==> src/rtl/ifu_fetch.sv <==
// ifu_fetch: instruction fetch unit.
// Owns the PC, keeps at most one fetch outstanding to instruction memory, and
// hands each fetched word (with its PC) to the decoder. Execute-stage redirects
// retarget the PC and cause any fetch issued under the old PC to be thrown away.
//
// Handshake rule (request, response-to-decoder): a transfer happens on a rising
// clock edge where both valid and ready are high. Once valid is raised, it and
// its payload (req_addr / instruction / inst_pc) stay constant until that
// transfer happens. The only exception is the decoder side, where a redirect
// withdraws inst_valid without a transfer. resp_valid has no ready: memory
// returns exactly one response per accepted request.
module ifu_fetch #(
    parameter int unsigned       ADDR_W   = 32,
    parameter logic [ADDR_W-1:0] RESET_PC = ADDR_W'(32'h8000_0000)
) (
    input  logic              clk,
    input  logic              rst,
    // instruction memory request channel
    output logic              req_valid,
    input  logic              req_ready,
    output logic [ADDR_W-1:0] req_addr,
    // instruction memory response channel
    input  logic              resp_valid,
    input  logic [31:0]       resp_data,
    // decoder channel
    output logic              inst_valid,
    input  logic              inst_ready,
    output logic [31:0]       instruction,
    output logic [ADDR_W-1:0] inst_pc,
    // execute-stage redirect
    input  logic              redirect_valid,
    input  logic [ADDR_W-1:0] redirect_pc,
    // status
    output logic              misalign_err,
    output logic [31:0]       fetch_cnt,
    // current FSM state for observation
    output logic [1:0]        dbg_state
);

    // S_REQ : request presented to memory
    // S_WAIT: request accepted, waiting for the single response
    // S_HOLD: word captured and offered to the decoder
    typedef enum logic [1:0] {
        S_REQ  = 2'd0,
        S_WAIT = 2'd1,
        S_HOLD = 2'd2
    } state_t;

    localparam logic [ADDR_W-1:0] RESET_PC_ALIGNED = {RESET_PC[ADDR_W-1:2], 2'b00};

    state_t            r_state;
    state_t            w_state_nxt;

    // r_pc is the architectural next-fetch PC. r_req_addr is the address of the
    // request currently presented; it only differs from r_pc when a redirect
    // arrives while a request is waiting for req_ready, because that request
    // must keep its address until accepted.
    logic [ADDR_W-1:0] r_pc;
    logic [ADDR_W-1:0] r_req_addr;
    logic [ADDR_W-1:0] r_inflight_pc;
    logic              r_drop;
    logic [31:0]       r_instruction;
    logic [ADDR_W-1:0] r_inst_pc;
    logic              r_misalign;
    logic [31:0]       r_fetch_cnt;

    logic [ADDR_W-1:0] w_pc_nxt;
    logic [ADDR_W-1:0] w_req_addr_nxt;
    logic [ADDR_W-1:0] w_inflight_nxt;
    logic              w_drop_nxt;
    logic              w_capture;
    logic              w_consume;
    logic [ADDR_W-1:0] w_redir_tgt;
    logic [ADDR_W-1:0] w_seq_pc;
    logic              w_redir_misaligned;

    // redirect targets are always forced to word alignment
    assign w_redir_tgt        = {redirect_pc[ADDR_W-1:2], 2'b00};
    assign w_redir_misaligned = redirect_valid && (redirect_pc[1:0] != 2'b00);
    // sequential successor of the word being handed to the decoder (wraps)
    assign w_seq_pc           = r_inst_pc + ADDR_W'(4);

    // state register
    always_ff @(posedge clk) begin
        if (rst) begin
            r_state <= S_REQ;
        end else begin
            r_state <= w_state_nxt;
        end
    end

    // next-state, datapath next values and handshake outputs
    always_comb begin
        w_state_nxt    = r_state;
        w_pc_nxt       = r_pc;
        w_req_addr_nxt = r_req_addr;
        w_inflight_nxt = r_inflight_pc;
        w_drop_nxt     = r_drop;
        w_capture      = 1'b0;
        w_consume      = 1'b0;
        // no request is shown while reset is held, even though the state is S_REQ
        req_valid      = (r_state == S_REQ) && !rst;
        req_addr       = r_req_addr;
        inst_valid     = (r_state == S_HOLD);

        unique case (r_state)
            S_REQ: begin
                // A redirect here cannot retract the presented request; it only
                // retargets the PC and marks the eventual response as stale.
                if (redirect_valid) begin
                    w_pc_nxt   = w_redir_tgt;
                    w_drop_nxt = 1'b1;
                end
                if (req_ready) begin
                    w_state_nxt    = S_WAIT;
                    w_inflight_nxt = r_req_addr;
                end
            end

            S_WAIT: begin
                if (redirect_valid) begin
                    w_pc_nxt = w_redir_tgt;
                    if (resp_valid) begin
                        // response arriving alongside the redirect is already stale
                        w_state_nxt    = S_REQ;
                        w_drop_nxt     = 1'b0;
                        w_req_addr_nxt = w_redir_tgt;
                    end else begin
                        w_drop_nxt = 1'b1;
                    end
                end else if (resp_valid) begin
                    if (r_drop) begin
                        // stale response: discard and fetch from the redirected PC
                        w_state_nxt    = S_REQ;
                        w_drop_nxt     = 1'b0;
                        w_req_addr_nxt = r_pc;
                    end else begin
                        w_state_nxt = S_HOLD;
                        w_capture   = 1'b1;
                    end
                end
            end

            S_HOLD: begin
                if (redirect_valid) begin
                    // held word is on the wrong path; drop it without counting it
                    w_state_nxt    = S_REQ;
                    w_pc_nxt       = w_redir_tgt;
                    w_req_addr_nxt = w_redir_tgt;
                end else if (inst_ready) begin
                    w_state_nxt    = S_REQ;
                    w_consume      = 1'b1;
                    w_pc_nxt       = w_seq_pc;
                    w_req_addr_nxt = w_seq_pc;
                end
            end

            default: begin
                w_state_nxt = S_REQ;
            end
        endcase
    end

    // PC, request address and drop flag
    always_ff @(posedge clk) begin
        if (rst) begin
            r_pc          <= RESET_PC_ALIGNED;
            r_req_addr    <= RESET_PC_ALIGNED;
            r_inflight_pc <= '0;
            r_drop        <= 1'b0;
        end else begin
            r_pc          <= w_pc_nxt;
            r_req_addr    <= w_req_addr_nxt;
            r_inflight_pc <= w_inflight_nxt;
            r_drop        <= w_drop_nxt;
        end
    end

    // captured instruction word and its PC, held stable while offered
    always_ff @(posedge clk) begin
        if (rst) begin
            r_instruction <= '0;
            r_inst_pc     <= '0;
        end else if (w_capture) begin
            r_instruction <= resp_data;
            r_inst_pc     <= r_inflight_pc;
        end
    end

    // one-cycle misalignment flag for the redirect seen last cycle
    always_ff @(posedge clk) begin
        if (rst) begin
            r_misalign <= 1'b0;
        end else begin
            r_misalign <= w_redir_misaligned;
        end
    end

    // count of instructions actually handed over (wraps naturally)
    always_ff @(posedge clk) begin
        if (rst) begin
            r_fetch_cnt <= '0;
        end else if (w_consume) begin
            r_fetch_cnt <= r_fetch_cnt + 32'd1;
        end
    end

    assign instruction  = r_instruction;
    assign inst_pc      = r_inst_pc;
    assign misalign_err = r_misalign;
    assign fetch_cnt    = r_fetch_cnt;
    assign dbg_state    = r_state;

endmodule

==> config.mk <==
export PLATFORM = sky130hd
export DESIGN_NAME = ifu_fetch
export DESIGN_NICKNAME = d
export VERILOG_FILES = /design/src/rtl/ifu_fetch.sv
export SDC_FILE = /design/constraint.sdc
export NUM_CORES = 1
export LEC_CHECK = 0
export ABC_AREA = 0
export CORE_UTILIZATION = 50
export CTS_CLUSTER_DIAMETER = 100
export DETAILED_ROUTE_END_ITERATION = 8
export GPL_TIMING_DRIVEN = 0
export PLACE_DENSITY = 0.8
export RECOVER_POWER = 25
export SYNTH_ARGS = -nofsm -noshare
export SYNTH_HDL_FRONTEND = slang
export SYNTH_SLANG_ARGS = --single-unit
==> constraint.sdc <==
create_clock -name clk -period 2.34 [get_ports clk]
set_input_delay 0.468 -clock clk [delete_from_list [all_inputs] [get_ports clk]]
set_output_delay 0.468 -clock clk [all_outputs]
set_load 0.005 [all_outputs]
[Word-level counts from Yosys, hierarchy flattened]
Index checks and enable logic that the tools add are counted.
Cells by class
  magnitude comparators: 0
  reductions and logical operators: 14
  eq/ne operators: 9
  $mul: 0
  add/sub/neg operators: 2
  bitwise operators: 0
  divide/modulo/power cells: 0
  mux-type cells: 29
  shifts and indexed selects: 0
Operator list (number)
  $mux W32: 7
  $pmux W32 S2: 2
  $add A32 B1 Y32 const B: 1
  $add A32 B3 Y32 const B: 1
  $mux W2: 7
  $mux W1: 11
  $reduce_and A3 Y1: 3
  $reduce_bool A2 Y1: 4
  $ne A2 B2 Y1 const B: 3
  $ne A3 B3 Y1 const B: 2
  $pmux W2 S3: 1
  $reduce_and A4 Y1: 1
  $ne A3 B1 Y1 const B: 1
  $eq A2 B1 Y1 const B: 1
  $eq A2 B2 Y1 const B: 1
  $logic_and A1 B1 Y1: 2
  $logic_not A2 Y1: 1
  $ne A2 B1 Y1 const B: 1
  $pmux W1 S2: 1
  $reduce_and A2 Y1: 1
  $reduce_or A2 Y1: 1
  $logic_not A1 Y1: 1
Storage, ports and cells
  memories kept: 0
  bits in read-only memories: 0
  bits in latches: 0
  bits in registers: 196
  input bits: 70
  RAM bits: 0

[Logic depth before layout (Yosys ltp)]
  word-level depth: 4
  mapped depth: 9

[Worst setup path after synthesis]
OpenSTA, ideal clock, no wires.
  kind: register to register
  start point: reg r_inst_pc[10] (netlist: inst_pc[10])
  end point: reg r_req_addr[30] (netlist: req_addr[30])
  setup slack: 0.273 ns
  stages on the path, launching flop included: 7
  data arrival time: 1.993 ns
  cells stage by stage: dfxtp_1 -> nand4_4 -> or4_4 -> buf_6 -> nor3_1 -> mux2_2 -> a31oi_1
Between the ends
  longest elaborated chain between the ends: 4
Ends and longest elaborated chain
  start: declaration: line 63  | logic [ADDR_W-1:0] r_inst_pc;
  start signal: assignment: line 186  | r_inst_pc <= r_inflight_pc;
  $add A32 B3 Y32: line 81  | assign w_seq_pc = r_inst_pc + ADDR_W'(4);
  $mux W32: line 150  | end else if (inst_ready) begin
  $mux W32: line 145  | if (redirect_valid) begin
  $pmux W32 S2: line 106  | unique case (r_state)
  end signal: assignment: line 173  | r_req_addr <= w_req_addr_nxt;
  end: declaration: line 59  | logic [ADDR_W-1:0] r_req_addr;
No other way between the ends. The select of a mux whose other input is x is not followed.
A chain may end at the register's enable or synchronous reset.

[Final worst setup path]
  start point: in redirect_valid
  end point: reg r_pc[24]
Between the ends
  longest elaborated chain between the ends: 2
  elaborated cells between the ends (all ways): 5
  classes of those cells: eq/ne: 2; mux: 2; reduce/logical: 1
Ends and longest elaborated chain
  start: declaration: line 31  | input logic redirect_valid,
  $ne A3 B1 Y1 (no line), or another cell as far along
  $reduce_and A3 Y1 (no line) / $pmux W32 S2 (equally long branches)
  end signal: assignment: line 172  | r_pc <= w_pc_nxt;
  end: declaration: line 58  | logic [ADDR_W-1:0] r_pc;
Several ways; a longest one is shown, not always the timed one.

==> metrics.md <==
| Metric | Value |
|---|---|
| Arr. time, crit path | `around 2.6 ns` |
| Rows | `47` |
| XOR/XNOR Fraction of Synth Area | `0.0413` |
| Clk_lat worst skew | `around 0.44 ns` |
| Post-synth top area share | `0.451` |
| Mapped Cells | `~1100` |
| GRT overflow | `0` |
| I/O Buffers | `201` |
| Maximum vdd drop | `0.526 mV` |
| Synth area leaders | `dfxtp_1, nand2_1, a21oi_1` |
| Seq/Total Area, Yosys | `0.451` |
| Max_slew headroom | `0.496` |
| Drt pass-1 iters | `6` |
| RSZ-0062 raised after global routing | `yes` |
| GRT Overall Usage | `0.329` |
| Comb power frac | `0.098` |
| CTS H-tree depth | `4` |
| Cell area after synthesis | `8700 um^2` |
| Primary FF master, synth | `dfxtp_1` |
| WL per Instance | `about 19 um` |
| P_int | `roughly 5.4 mW` |
| I/O pins | `203` |
| Max Cap Violations | `0` |
| Seq cells post-synth | `approximately 200` |
| Clk_skew | `around 0.0095 ns` |
| Remaining DRCs | `0` |
| GRT Max-Usage Layer | `met2` |
| Main combinational cell family by area after synthesis | `simple AND/OR/NAND/NOR gates` |
| Number of synthesized flops with an enable pin | `0` |
| Largest net degree at the start of global routing | `17` |
| Worst Setup Start Kind | `primary input` |
| CTS tree | `done` |
| Avg Cell Area, Syn | `between 7 and 8 um^2` |
| Diodes inserted | `0` |
| Initial core utilization | `0.518` |
| TritonCTS Sinks | `between 150 and 200` |
| Final Non-Filler Cells | `about 1600` |
| Minimum clock period | `around 2.3 ns` |
| Core Region | `about 17000 um^2` |
| Vias in the first global route | `8669` |
| Routed Antenna Nets | `0` |
| Max Clk Rate | `0.429 GHz` |
| Sw Share | `0.249` |
| Pins Over Slew Limit | `0` |
| Worst slew pin tran | `0.756 ns` |
| Root Driver | `clkbuf_16` |
| Worst-path maximum fanout | `10` |
| Area after DPL | `roughly 11000 um^2` |
| Pwr dens | `approximately 610 nW/um^2` |
| Synth Area in Compound Gates | `0.201` |
| Cell taking the most area after synthesis | `dfxtp_1` |
| Most frequent cell after synthesis | `nand2_1` |
| Die height | `134 um` |
| Placed insts | `between 1500 and 2000` |
| Async SR Flop Fraction | `0` |
| Post-Synth Adder-Cell Area | `0.00287` |
| Max Root-Sink Buffers | `2` |
| Reg2reg setup slack | `approximately 0.04 ns` |
| Initial DRC count | `1068` |
| First-pass GRT wire length | `46.0 mm` |
| Leak pwr | `between 4 and 5 nW` |
| Final Hold Vio Count | `0` |
| Post-synthesis mux area share | `0.0134` |
| Status | `finished clean` |
| Met3 Usage GRT | `0.111` |
| Kind of critical path | `in2reg` |
| GR Util met2 | `0.509` |
| Hold-fix buffers at CTS | `0` |
| Distinct cells, synth | `between 60 and 70` |
| Top post-synthesis cells by count | `nand2_1, dfxtp_1, a21oi_1` |
| Gpl congestion | `roughly 0.96` |
| Syn_nets | `1177` |
| Switching power | `about 1.8 mW` |
| Critical Path End Type | `register` |
| Clock power frac | `0.414` |
| CTS buffer count | `17` |
| Final worst path period share | `0.996` |
| HP Class | `reg2reg` |
| Ratio of cells with drive above 1 in the final layout | `0.0856` |
| Setup TNS | `0 ns` |
| Vias per Instance | `5.98` |
| CTS clock-pin slew for the worst setup and hold paths | `around 0.070 ns` |
| Fill count | `around 1400` |
| Overall via count from detail_route | `9346` |
| Final wirelength | `between 20 and 30 mm` |
| Net count, final | `about 1400` |
| Synth warn | `0` |
| Synth-to-layout area growth | `35.1%` |
| Die W | `between 100 and 150 um` |
| Post-Synth Simple-Gate Area | `0.248` |
| Final setup violation count | `0` |
| Placed wire-length estimate | `21.2 mm` |
| Die area | `between 15000 and 20000 um^2` |
| Met1 usage | `0.429` |
| Final non-filler cell area | `11800 um^2` |
| Initial antenna violation count | `0` |
| Sequential share of power | `0.488` |
| CP Data Required Time | `between 2 and 3 ns` |
## final cells by class
class,instances,area (um^2),share of cell area
Multi-Input combinational cell,813,4470,0.380
Sequential cell,196,3930,0.334
Timing Repair Buffer,209,2080,0.177
Clock buffer,21,460,0.0392
Buffer,77,355,0.0302
Tap cell,220,275,0.0234
Clock inverter,11,126,0.0107
Inverter,16,65.1,0.00553
## final timing paths
check	from	endpoint	cells past startpoint
worst min register to register	r_inflight_pc[9]	inst_pc[9]	2
worst max register to register	inst_pc[3]	req_addr[30]	6
worst max-delay path	redirect_valid	r_pc[24]	7
worst min-delay path	r_inflight_pc[9]	inst_pc[9]	2
## stage by stage
step	total power, mW	setup WS [ns]	hold WS, ns	utilization
2_1_floorplan	3.86	0.273	0.417	-
3_3_place_gp	4.22	-1.17	0.429	0.654
3_5_place_dp	4.23	-1.15	0.440	0.655
4_1_cts	7.13	0.0100	0.455	0.693
5_1_grt	7.34	-0.0367	0.454	0.699
6_report	7.16	0.00936	0.452	0.699
## kinds of logic after synthesis
kind of cell / after synthesis
flops: 196
compound gates: 294
xor+xnor: 41
fa+ha+maj: 2
simple gates: 465
mux: 11
buf+inv: 96
## placed cells by master, fill, tap and decap left out, types with 7 or more instances in the layout
| master | instances |
|---|---|
| a211oi_1 | 12 |
| a21oi_1 | 160 |
| a221oi_1 | 7 |
| a31oi_1 | 10 |
| and3_1 | 10 |
| buf_2 | 7 |
| buf_4 | 8 |
| clkbuf_1 | 43 |
| clkbuf_16 | 17 |
| clkbuf_2 | 20 |
| clkdlybuf4s50_1 | 201 |
| dfxtp_1 | 191 |
| inv_1 | 15 |
| nand2_1 | 249 |
| nand3_1 | 19 |
| nand4_1 | 23 |
| nor2_1 | 80 |
| nor3_1 | 22 |
| nor4_1 | 11 |
| o21ai_0 | 46 |
| o221ai_1 | 7 |
| or3_1 | 9 |
| xnor2_1 | 13 |
| xor2_1 | 28 |
## power groups by stage
| stage | logic (mW) | clock network (mW) | registers [mW] |
|---|---|---|---|
| 2_1_floorplan | 0.306 | 0 | 3.55 |
| 3_3_place_gp | 0.654 | 0 | 3.57 |
| 3_5_place_dp | 0.666 | 0 | 3.57 |
| 4_1_cts | 0.675 | 2.97 | 3.49 |
| 5_1_grt | 0.745 | 3.09 | 3.50 |
| 6_report | 0.699 | 2.96 | 3.50 |
## critical path, cell delays in order
cell and delay (ns):
clkdlybuf4s50_1 0.60, buf_2 0.37, buf_2 0.34, buf_2 0.33, nand2_2 0.22, o221ai_1 0.22
a21oi_1 0.06
## state kept, by name (all words and copies together) (netlist names)
signal	count
instruction	32
r_inflight_pc	32
r_pc	32
r_drop	1
fetch_cnt	32
inst_pc	32
misalign_err	1
dbg_state	2
req_addr	32
## per-layer routing
| metal | part of all wire | up-vias | wire, um |
|---|---|---|---|
| li1 | - | 4317 | - |
| met1 | 0.40 | 4365 | 12000 |
| met2 | 0.45 | 582 | 13300 |
| met3 | 0.13 | 82 | 3760 |
| met4 | 0.028 | 0 | 826 |
| met5 | 0 | - | 0 |
## what timing repair did
item,CTS,global route
setup buffers,1,6
resized for setup,25,44
setup endpoints to repair,87,111
pin swaps,2,3
Power figures use the tool's default switching activity.
